### src/rtl/fifo_uart_tx.sv
// fifo_uart_tx: drain stage for the 8-bit FIFO. Pops one byte whenever the FIFO is
// non-empty and sends it as an 8N1 UART frame on tx (LSB first, idle high).
//
// Parameters:
//   CLKS_PER_BIT  clk cycles per serial bit (2..65535)
//   RD_LATENCY    cycles from the edge sampling read_enable=1 to valid fifo_data (1..4)
//
// Ports:
//   clk          system clock, rising edge
//   reset        asynchronous active-high reset
//   fifo_empty   FIFO empty flag, sampled only while idle
//   fifo_data    FIFO read data
//   read_enable  one-cycle FIFO pop strobe (registered)
//   tx           serial line, idle high (registered)
//   busy         high whenever a frame is being fetched or sent (registered)
//   tx_done      one-cycle pulse in the last cycle of the stop bit (registered)
//
// Optional build macro FIFO_UART_TX_PARITY_EN inserts an even-parity bit between the
// last data bit and the stop bit (8E1, 11 bit periods per frame).

`timescale 1ns / 1ps

module fifo_uart_tx #(
  parameter int unsigned CLKS_PER_BIT = 4,
  parameter int unsigned RD_LATENCY   = 1
) (
  input  logic       clk,
  input  logic       reset,
  input  logic       fifo_empty,
  input  logic [7:0] fifo_data,
  output logic       read_enable,
  output logic       tx,
  output logic       busy,
  output logic       tx_done
);

  localparam int unsigned CntW = $clog2(CLKS_PER_BIT);
  localparam logic [CntW-1:0] BaudLast = CntW'(CLKS_PER_BIT - 1);
  localparam logic [CntW-1:0] BaudPre  = CntW'(CLKS_PER_BIT - 2);
  localparam logic [1:0]      WaitLast = 2'(RD_LATENCY - 1);

  typedef enum logic [2:0] {
    StIdle,
    StFetch,
    StWait,
    StStart,
    StData,
`ifdef FIFO_UART_TX_PARITY_EN
    StParity,
`endif
    StStop
  } state_t;

  state_t          state_q;
  logic [CntW-1:0] baud_cnt_q;
  logic [2:0]      bit_idx_q;
  logic [1:0]      wait_cnt_q;
  logic [7:0]      shift_q;
`ifdef FIFO_UART_TX_PARITY_EN
  logic            parity_q;
`endif

  always_ff @(posedge clk or posedge reset) begin
    if (reset) begin
      state_q     <= StIdle;
      baud_cnt_q  <= '0;
      bit_idx_q   <= '0;
      wait_cnt_q  <= '0;
      shift_q     <= '0;
`ifdef FIFO_UART_TX_PARITY_EN
      parity_q    <= 1'b0;
`endif
      read_enable <= 1'b0;
      tx          <= 1'b1;
      busy        <= 1'b0;
      tx_done     <= 1'b0;
    end else begin
      tx_done <= 1'b0;
      unique case (state_q)
        StIdle: begin
          // Counters are cleared here so every frame starts from the same phase.
          baud_cnt_q <= '0;
          bit_idx_q  <= '0;
          wait_cnt_q <= '0;
          tx         <= 1'b1;
          if (!fifo_empty) begin
            read_enable <= 1'b1;
            busy        <= 1'b1;
            state_q     <= StFetch;
          end
        end
        StFetch: begin
          read_enable <= 1'b0;
          state_q     <= StWait;
        end
        StWait: begin
          // The FIFO sampled the pop on the edge leaving StFetch; data is ready
          // RD_LATENCY edges after that.
          if (wait_cnt_q == WaitLast) begin
            shift_q    <= fifo_data;
`ifdef FIFO_UART_TX_PARITY_EN
            parity_q   <= ^fifo_data;
`endif
            wait_cnt_q <= '0;
            tx         <= 1'b0;
            state_q    <= StStart;
          end else begin
            wait_cnt_q <= wait_cnt_q + 2'd1;
          end
        end
        StStart: begin
          if (baud_cnt_q == BaudLast) begin
            baud_cnt_q <= '0;
            bit_idx_q  <= '0;
            tx         <= shift_q[0];
            state_q    <= StData;
          end else begin
            baud_cnt_q <= baud_cnt_q + CntW'(1);
          end
        end
        StData: begin
          if (baud_cnt_q == BaudLast) begin
            baud_cnt_q <= '0;
            shift_q    <= {1'b0, shift_q[7:1]};
            if (bit_idx_q == 3'd7) begin
`ifdef FIFO_UART_TX_PARITY_EN
              tx      <= parity_q;
              state_q <= StParity;
`else
              tx      <= 1'b1;
              state_q <= StStop;
`endif
            end else begin
              bit_idx_q <= bit_idx_q + 3'd1;
              tx        <= shift_q[1];
            end
          end else begin
            baud_cnt_q <= baud_cnt_q + CntW'(1);
          end
        end
`ifdef FIFO_UART_TX_PARITY_EN
        StParity: begin
          if (baud_cnt_q == BaudLast) begin
            baud_cnt_q <= '0;
            tx         <= 1'b1;
            state_q    <= StStop;
          end else begin
            baud_cnt_q <= baud_cnt_q + CntW'(1);
          end
        end
`endif
        StStop: begin
          // Raised one edge early so the registered pulse covers the final stop cycle.
          if (baud_cnt_q == BaudPre) begin
            tx_done <= 1'b1;
          end
          if (baud_cnt_q == BaudLast) begin
            baud_cnt_q <= '0;
            busy       <= 1'b0;
            state_q    <= StIdle;
          end else begin
            baud_cnt_q <= baud_cnt_q + CntW'(1);
          end
        end
        default: begin
          read_enable <= 1'b0;
          busy        <= 1'b0;
          tx          <= 1'b1;
          state_q     <= StIdle;
        end
      endcase
    end
  end

endmodule
### config.mk
export PLATFORM = sky130hd
export DESIGN_NAME = fifo_uart_tx
export DESIGN_NICKNAME = d
export VERILOG_FILES = /design/src/rtl/fifo_uart_tx.sv
export SDC_FILE = /design/constraint.sdc
export NUM_CORES = 1
export LEC_CHECK = 0
export ABC_AREA = 1
export BUFFER_PORTS_ARGS = -buffer_cell sky130_fd_sc_hd__buf_2
export CAP_MARGIN = 25
export CELL_PAD_IN_SITES_DETAIL_PLACEMENT = 0
export CELL_PAD_IN_SITES_GLOBAL_PLACEMENT = 1
export CORE_MARGIN = 2
export CORE_UTILIZATION = 41
export DETAILED_ROUTE_END_ITERATION = 10
export PLACE_DENSITY_LB_ADDON = 0.2
export SKIP_CTS_REPAIR_TIMING = 1
export SYNTH_ARGS = -nofsm -noshare
export SYNTH_HDL_FRONTEND = slang
export SYNTH_SLANG_ARGS = --single-unit
### constraint.sdc
create_clock -name clk -period 1.77 [get_ports clk]
set_clock_uncertainty 0.2 [all_clocks]
set_input_delay 0.0885 -clock clk [delete_from_list [all_inputs] [get_ports clk]]
set_output_delay 0.0885 -clock clk [all_outputs]
set_load 0.05 [all_outputs]
After elaboration in Yosys (flattened, before gate mapping)
Cells that the tools add are included.
Widths: inputs -> output; s select.
Cells by class
  add/sub/neg operators: 3
  equal/unequal tests: 15
  multiplexer cells: 28
  bitwise operators: 3
  reductions and logical operators: 16
Operator list (count)
  $mux 3: 8
  $pmux 3 s6: 1
  $mux 8: 2
  $pmux 8 s2: 1
  $ne 2x2->1 const B: 7
  $eq 3x3->1 const B: 3
  $pmux 3 s3: 1
  $mux 1: 8
  $pmux 2 s2: 2
  $reduce_and 4->1: 2
  $reduce_or 4->1: 2
  $eq 3x2->1 const B: 2
  $reduce_and 3->1: 2
  $reduce_and 6->1: 1
  $reduce_bool 2->1: 3
  $add 2x1->2 const B: 2
  $eq 2x2->1 const B: 2
  $mux 2: 2
  $pmux 1 s4: 1
  $add 3x1->3 const B: 1
  $eq 3x1->1 const B: 1
  $logic_not 3->1: 1
  $not 1->1: 3
  $pmux 1 s3: 1
  other kinds (6): 6
Storage, ports and cells
  register bits after elaboration: 22
  logic and storage cells: 74

Depth between registers and ports, before layout
  word-level depth: 4
  mapped depth: 9

Worst setup path after synthesis
Ideal clock, no wire load.
  kind: reg2reg
  start: reg bit_idx_q[0]
  end: reg state_q[0]
  setup time: 65 ps
  data arrival time: 1190 ps
  required time: 1505 ps
  path slack: 315 ps
  cell stages (with the launch flop): 10
  period minus slack after synthesis: 1455 ps
  cell sequence: dfrtp_1 ha_1 ha_1 inv_1 nand3_1 inv_1 nor2_1 nand2_1 nand2_1 nand2_1
On the way
  cells in the longest elaborated chain, start to end: 3
Ends and longest elaborated chain
  from (decl): line 56  | logic [2:0] bit_idx_q;
  from (signal assigned): line 134  | bit_idx_q <= bit_idx_q + 3'd1;
  $eq 3x3->1: line 125  | if (bit_idx_q == 3'd7) begin
  $ne 2x2->1 (no source line)
  $reduce_and 6->1 (no source line)
  to (signal assigned): line 116  | state_q <= StData;
  to (signal assigned): line 131  | state_q <= StStop;
  to (signal assigned): line 160  | state_q <= StIdle;
  to (decl): line 54  | state_t state_q;
No other way between the ends.
A chain may end at the register's enable or synchronous reset.

Worst setup path after layout
  start: reg bit_idx_q[0]
  end: reg state_q[2]
The elaborated chain is that of the path after synthesis.

==> flow_summary.rst <==
.. list-table::
   :header-rows: 1

   * - Metric
     - Value
   * - Result of the run
     - completed
   * - Util after Layout
     - 0.5083
   * - Number of iterations in the first detailed-routing pass
     - 4
   * - Final instance area
     - 0.001526 sq mm
   * - VDD IR-drop max
     - ~0.54 mV
   * - Slowest cell on crit path
     - sky130_fd_sc_hd__dfrtp_1
   * - Floorplan die area
     - 0.003546 sq mm
   * - Maximum count of clock buffers along a single path
     - 2
   * - Quantity of I/O buffers inserted on ports
     - 14
   * - Worst path required time
     - around 1.8 ns
   * - Nets in the synthesized netlist
     - 189
   * - Detail Placement HPWL
     - roughly 1900 um
   * - Clock tree from TritonCTS
     - built
   * - Starting Density
     - 0.4212
   * - Switching Power
     - between 1000 and 1500 uW
   * - Nature of the critical path startpoint
     - flip-flop
   * - Diode count
     - 0
   * - Layout area overhead
     - 20.67%
   * - Yosys synthesis warning count
     - 0
   * - WP depth
     - 9
   * - Placement Rows
     - 20
   * - Leakage power
     - 0.0008488 uW
   * - Filler instances
     - 310
   * - Routed WL per cell
     - roughly 11 um
   * - Sequential share of power
     - 0.381
   * - Max transition margin
     - 0.7111
   * - H-Tree Depth
     - 1
   * - Nets@finish
     - 220
   * - Mean instance size in the synthesized netlist
     - about 7.4 sq um
   * - Switching Share
     - 0.4753
   * - CTS clock-pin slew for the worst setup and hold paths
     - 0.13 ns
   * - Number of hold violations in the final report
     - 0
   * - Achievable Freq
     - 0.5983 GHz
   * - Placeable core region
     - approximately 0.003 sq mm
   * - Largest net degree at the start of global routing
     - 23
   * - Critical path startpoint
     - bit_idx_q[0]
   * - Max cap viols
     - 0
   * - Iter 0 DRT Violations
     - 16
   * - Post-Route WL
     - between 2000 and 3000 um
   * - Worst path top cell family by delay
     - flip-flops
   * - Tmin final
     - 1.671 ns
   * - Detail-routed via count per cell
     - 4.761
   * - Critical path fanouts, max
     - 3
   * - Placer congestion estimate
     - around 0.76
   * - Critical Path Max Stage Delay
     - 0.42 ns
   * - Die W
     - 59.55 um
   * - Areal power density over the cells
     - 1458 mW/mm^2
   * - Layout cells sized above 1
     - 0.1990
   * - Final setup violation count
     - 0
   * - Combinational power share
     - 0.507
   * - IO Pins
     - 15
   * - Internal cell power
     - 1167 uW
   * - Data arrival time of the critical path
     - 1.72 ns
   * - Portion of the post-synthesis area used by sequential elements
     - 0.4362
   * - Endpoint of the most critical register-to-register path
     - state_q[2]
   * - Number of global-route vias before repair
     - between 1000 and 1500
   * - Netlist cell types
     - 25
   * - Worst setup path category
     - flip-flop to flip-flop
   * - Critical Path Most Common Cell
     - sky130_fd_sc_hd__nand2_1
   * - Post-placement cell area
     - 0.001386 sq mm
   * - Post-route worst setup slack
     - 0.09860 ns
   * - Worst Hold Slack
     - 0.1326 ns
   * - Tot Pwr
     - 2225 uW
   * - Global-route wire length before repair
     - 4443 um
   * - Critical path endpoint category
     - flip-flop
   * - Worst-path cell chain
     - ha_1 -> ha_1 -> inv_2 -> nand3_2 -> inv_2 -> nor2_1 -> nand2_1 -> nand2_1 -> nand2_1
   * - Number of instances in the synthesized netlist
     - 171
   * - Worst reg2reg path depth
     - 9
   * - Worst setup path end
     - state_q[2]
   * - Number of buffers and inverters on the critical path
     - 2
   * - Syn Std Cell Area
     - around 0.0013 sq mm
   * - Total number of vias
     - 1114
   * - Clock Latency Late Sink
     - 0.31 ns
   * - Worst R2R Start
     - bit_idx_q[0]
   * - Number of routed nets with antenna violations
     - 0
   * - DIE HEIGHT
     - between 50 and 60 um
   * - Worst Hold Class
     - input pin to async pin
   * - Reg2reg setup slack
     - 0.1 ns
   * - Total clock sinks
     - 22
   * - Slew Viols, Final
     - 0
   * - Final cycle utilization of the critical path
     - 0.9443
   * - Overflow after GRT
     - 0
   * - Clock tree root driver cell
     - sky130_fd_sc_hd__clkbuf_4
   * - Total global-route track usage
     - 0.1662
   * - Number of antenna violations at the first check in global routing
     - 0
   * - Number of flip-flops and latches in the synthesized netlist
     - 22
   * - Post-Place Worst Slack
     - 0.1079 ns
   * - Slew @ Worst Pin
     - 0.4334 ns
   * - TritonCTS Buffers
     - 3
   * - DRC violations left
     - 0
   * - Clock share of power
     - 0.112
-- stage by stage --
stage	TNS [ns]	cells
after floorplan	0	171
after global placement	0	219
after detailed placement	0	219
after CTS	0	223
after global routing	-0.002517	234
final	0	234
-- synthesized netlist by cell type --
| cell type | count | share of area |
|---|---|---|
| sky130_fd_sc_hd__nand2_1 | 74 | 0.22 |
| sky130_fd_sc_hd__dfrtp_1 | 21 | 0.42 |
| sky130_fd_sc_hd__nor2_1 | 14 | 0.042 |
| sky130_fd_sc_hd__inv_1 | 13 | 0.039 |
| sky130_fd_sc_hd__nand3_1 | 11 | 0.044 |
| sky130_fd_sc_hd__ha_1 | 7 | 0.069 |
| sky130_fd_sc_hd__o21ai_0 | 6 | 0.024 |
| sky130_fd_sc_hd__inv_2 | 4 | 0.012 |
| sky130_fd_sc_hd__o21ai_1 | 3 | 0.012 |
| sky130_fd_sc_hd__nor2_2 | 2 | 0.0099 |
| sky130_fd_sc_hd__nor2_4 | 2 | 0.018 |
| sky130_fd_sc_hd__buf_2 | 1 | 0.0040 |
| sky130_fd_sc_hd__buf_4 | 1 | 0.0059 |
| sky130_fd_sc_hd__clkinv_2 | 1 | 0.0040 |
| sky130_fd_sc_hd__dfstp_2 | 1 | 0.021 |
| sky130_fd_sc_hd__nand2_2 | 1 | 0.0049 |
| sky130_fd_sc_hd__nand2_4 | 1 | 0.0089 |
| sky130_fd_sc_hd__nand3_2 | 1 | 0.0079 |
| sky130_fd_sc_hd__nand3b_1 | 1 | 0.0059 |
| sky130_fd_sc_hd__nand4_1 | 1 | 0.0049 |
| sky130_fd_sc_hd__nor3b_1 | 1 | 0.0059 |
| sky130_fd_sc_hd__o21a_1 | 1 | 0.0059 |
| sky130_fd_sc_hd__o21ai_2 | 1 | 0.0069 |
| sky130_fd_sc_hd__o22ai_1 | 1 | 0.0049 |
| sky130_fd_sc_hd__o31ai_1 | 1 | 0.0059 |
-- sequential cells by signal, indices dropped and copies added (netlist names) --
signal	count
bit_idx_q	3
tx	1
state_q	3
baud_cnt_q	2
busy	1
read_enable	1
shift_q	8
wait_cnt_q	2
tx_done	1
-- metal layers --
metal,vias up,share of wire,track usage
met5,-,0,0
met4,0,0.0070,0.06667
met1,503,0.49,0.2154
met3,2,0.021,0.01965
met2,16,0.49,0.2810
li1,593,-,-
-- cells by family after synthesis --
family	count (synthesis)	share of synthesized area
adders and majority gates	7	0.06924
DFF	22	0.4362
AOI/OAI and AO/OA	13	0.05935
and+or+nand+nor	109	0.3709
buffers and inverters	20	0.06429
-- placed cells by master, fill, tap and decap left out, types with 2 or more instances in the layout --
cell type and count:
sky130_fd_sc_hd__nand2_1 74, sky130_fd_sc_hd__dfrtp_1 20, sky130_fd_sc_hd__nor2_1 14, sky130_fd_sc_hd__buf_2 14, sky130_fd_sc_hd__inv_1 10, sky130_fd_sc_hd__nand3_1 10, sky130_fd_sc_hd__dlygate4sd3_1 10, sky130_fd_sc_hd__inv_2 7
sky130_fd_sc_hd__ha_1 7, sky130_fd_sc_hd__o21ai_0 6, sky130_fd_sc_hd__buf_4 4, sky130_fd_sc_hd__o21ai_1 3, sky130_fd_sc_hd__clkbuf_4 3, sky130_fd_sc_hd__nor2_2 2, sky130_fd_sc_hd__nor2_4 2, sky130_fd_sc_hd__nand3_2 2
-- power groups by stage --
stage                     Sequential, uW  Clock, uW  Combinational (uW)
final                                847        249                1130
after detailed placement             852          0                1110
after floorplan                      925          0                 772
after CTS                            843        264                1110
after global routing                 871        277                1300
after global placement               850          0                1100
-- area by class of cell --
class	count	area, sq um	area share
Sequential cell	22	553.0	0.3623
Inverter	18	68.82	0.04508
Timing Repair Buffer	28	200.2	0.1311
Multi-Input combinational cell	129	636.9	0.4172
Clock buffer	4	26.28	0.01721
Tap cell	33	41.29	0.02705
-- worst reg2reg max path, cell delays in order, from the launching register on --
cell and delay, ns:
sky130_fd_sc_hd__dfrtp_1 0.42, sky130_fd_sc_hd__ha_1 0.21, sky130_fd_sc_hd__ha_1 0.21, sky130_fd_sc_hd__inv_2 0.08, sky130_fd_sc_hd__nand3_2 0.09, sky130_fd_sc_hd__inv_2 0.08, sky130_fd_sc_hd__nor2_1 0.04, sky130_fd_sc_hd__nand2_1 0.11
sky130_fd_sc_hd__nand2_1 0.08, sky130_fd_sc_hd__nand2_1 0.09
-- how the worst min path moves through the flow --
stage / startpoint / end / slack [ns] / cells past startpoint
2_1_floorplan: reset / baud_cnt_q[0] / -0.12 / 1
3_3_place_gp: reset / baud_cnt_q[0] / -0.06 / 3
3_5_place_dp: reset / baud_cnt_q[1] / -0.05 / 3
4_1_cts: reset / baud_cnt_q[1] / -0.41 / 3
5_1_grt: reset / busy / 0.17 / 4
6_report: reset / baud_cnt_q[1] / 0.13 / 4
Note: power is estimated with default switching activity, not from simulation.
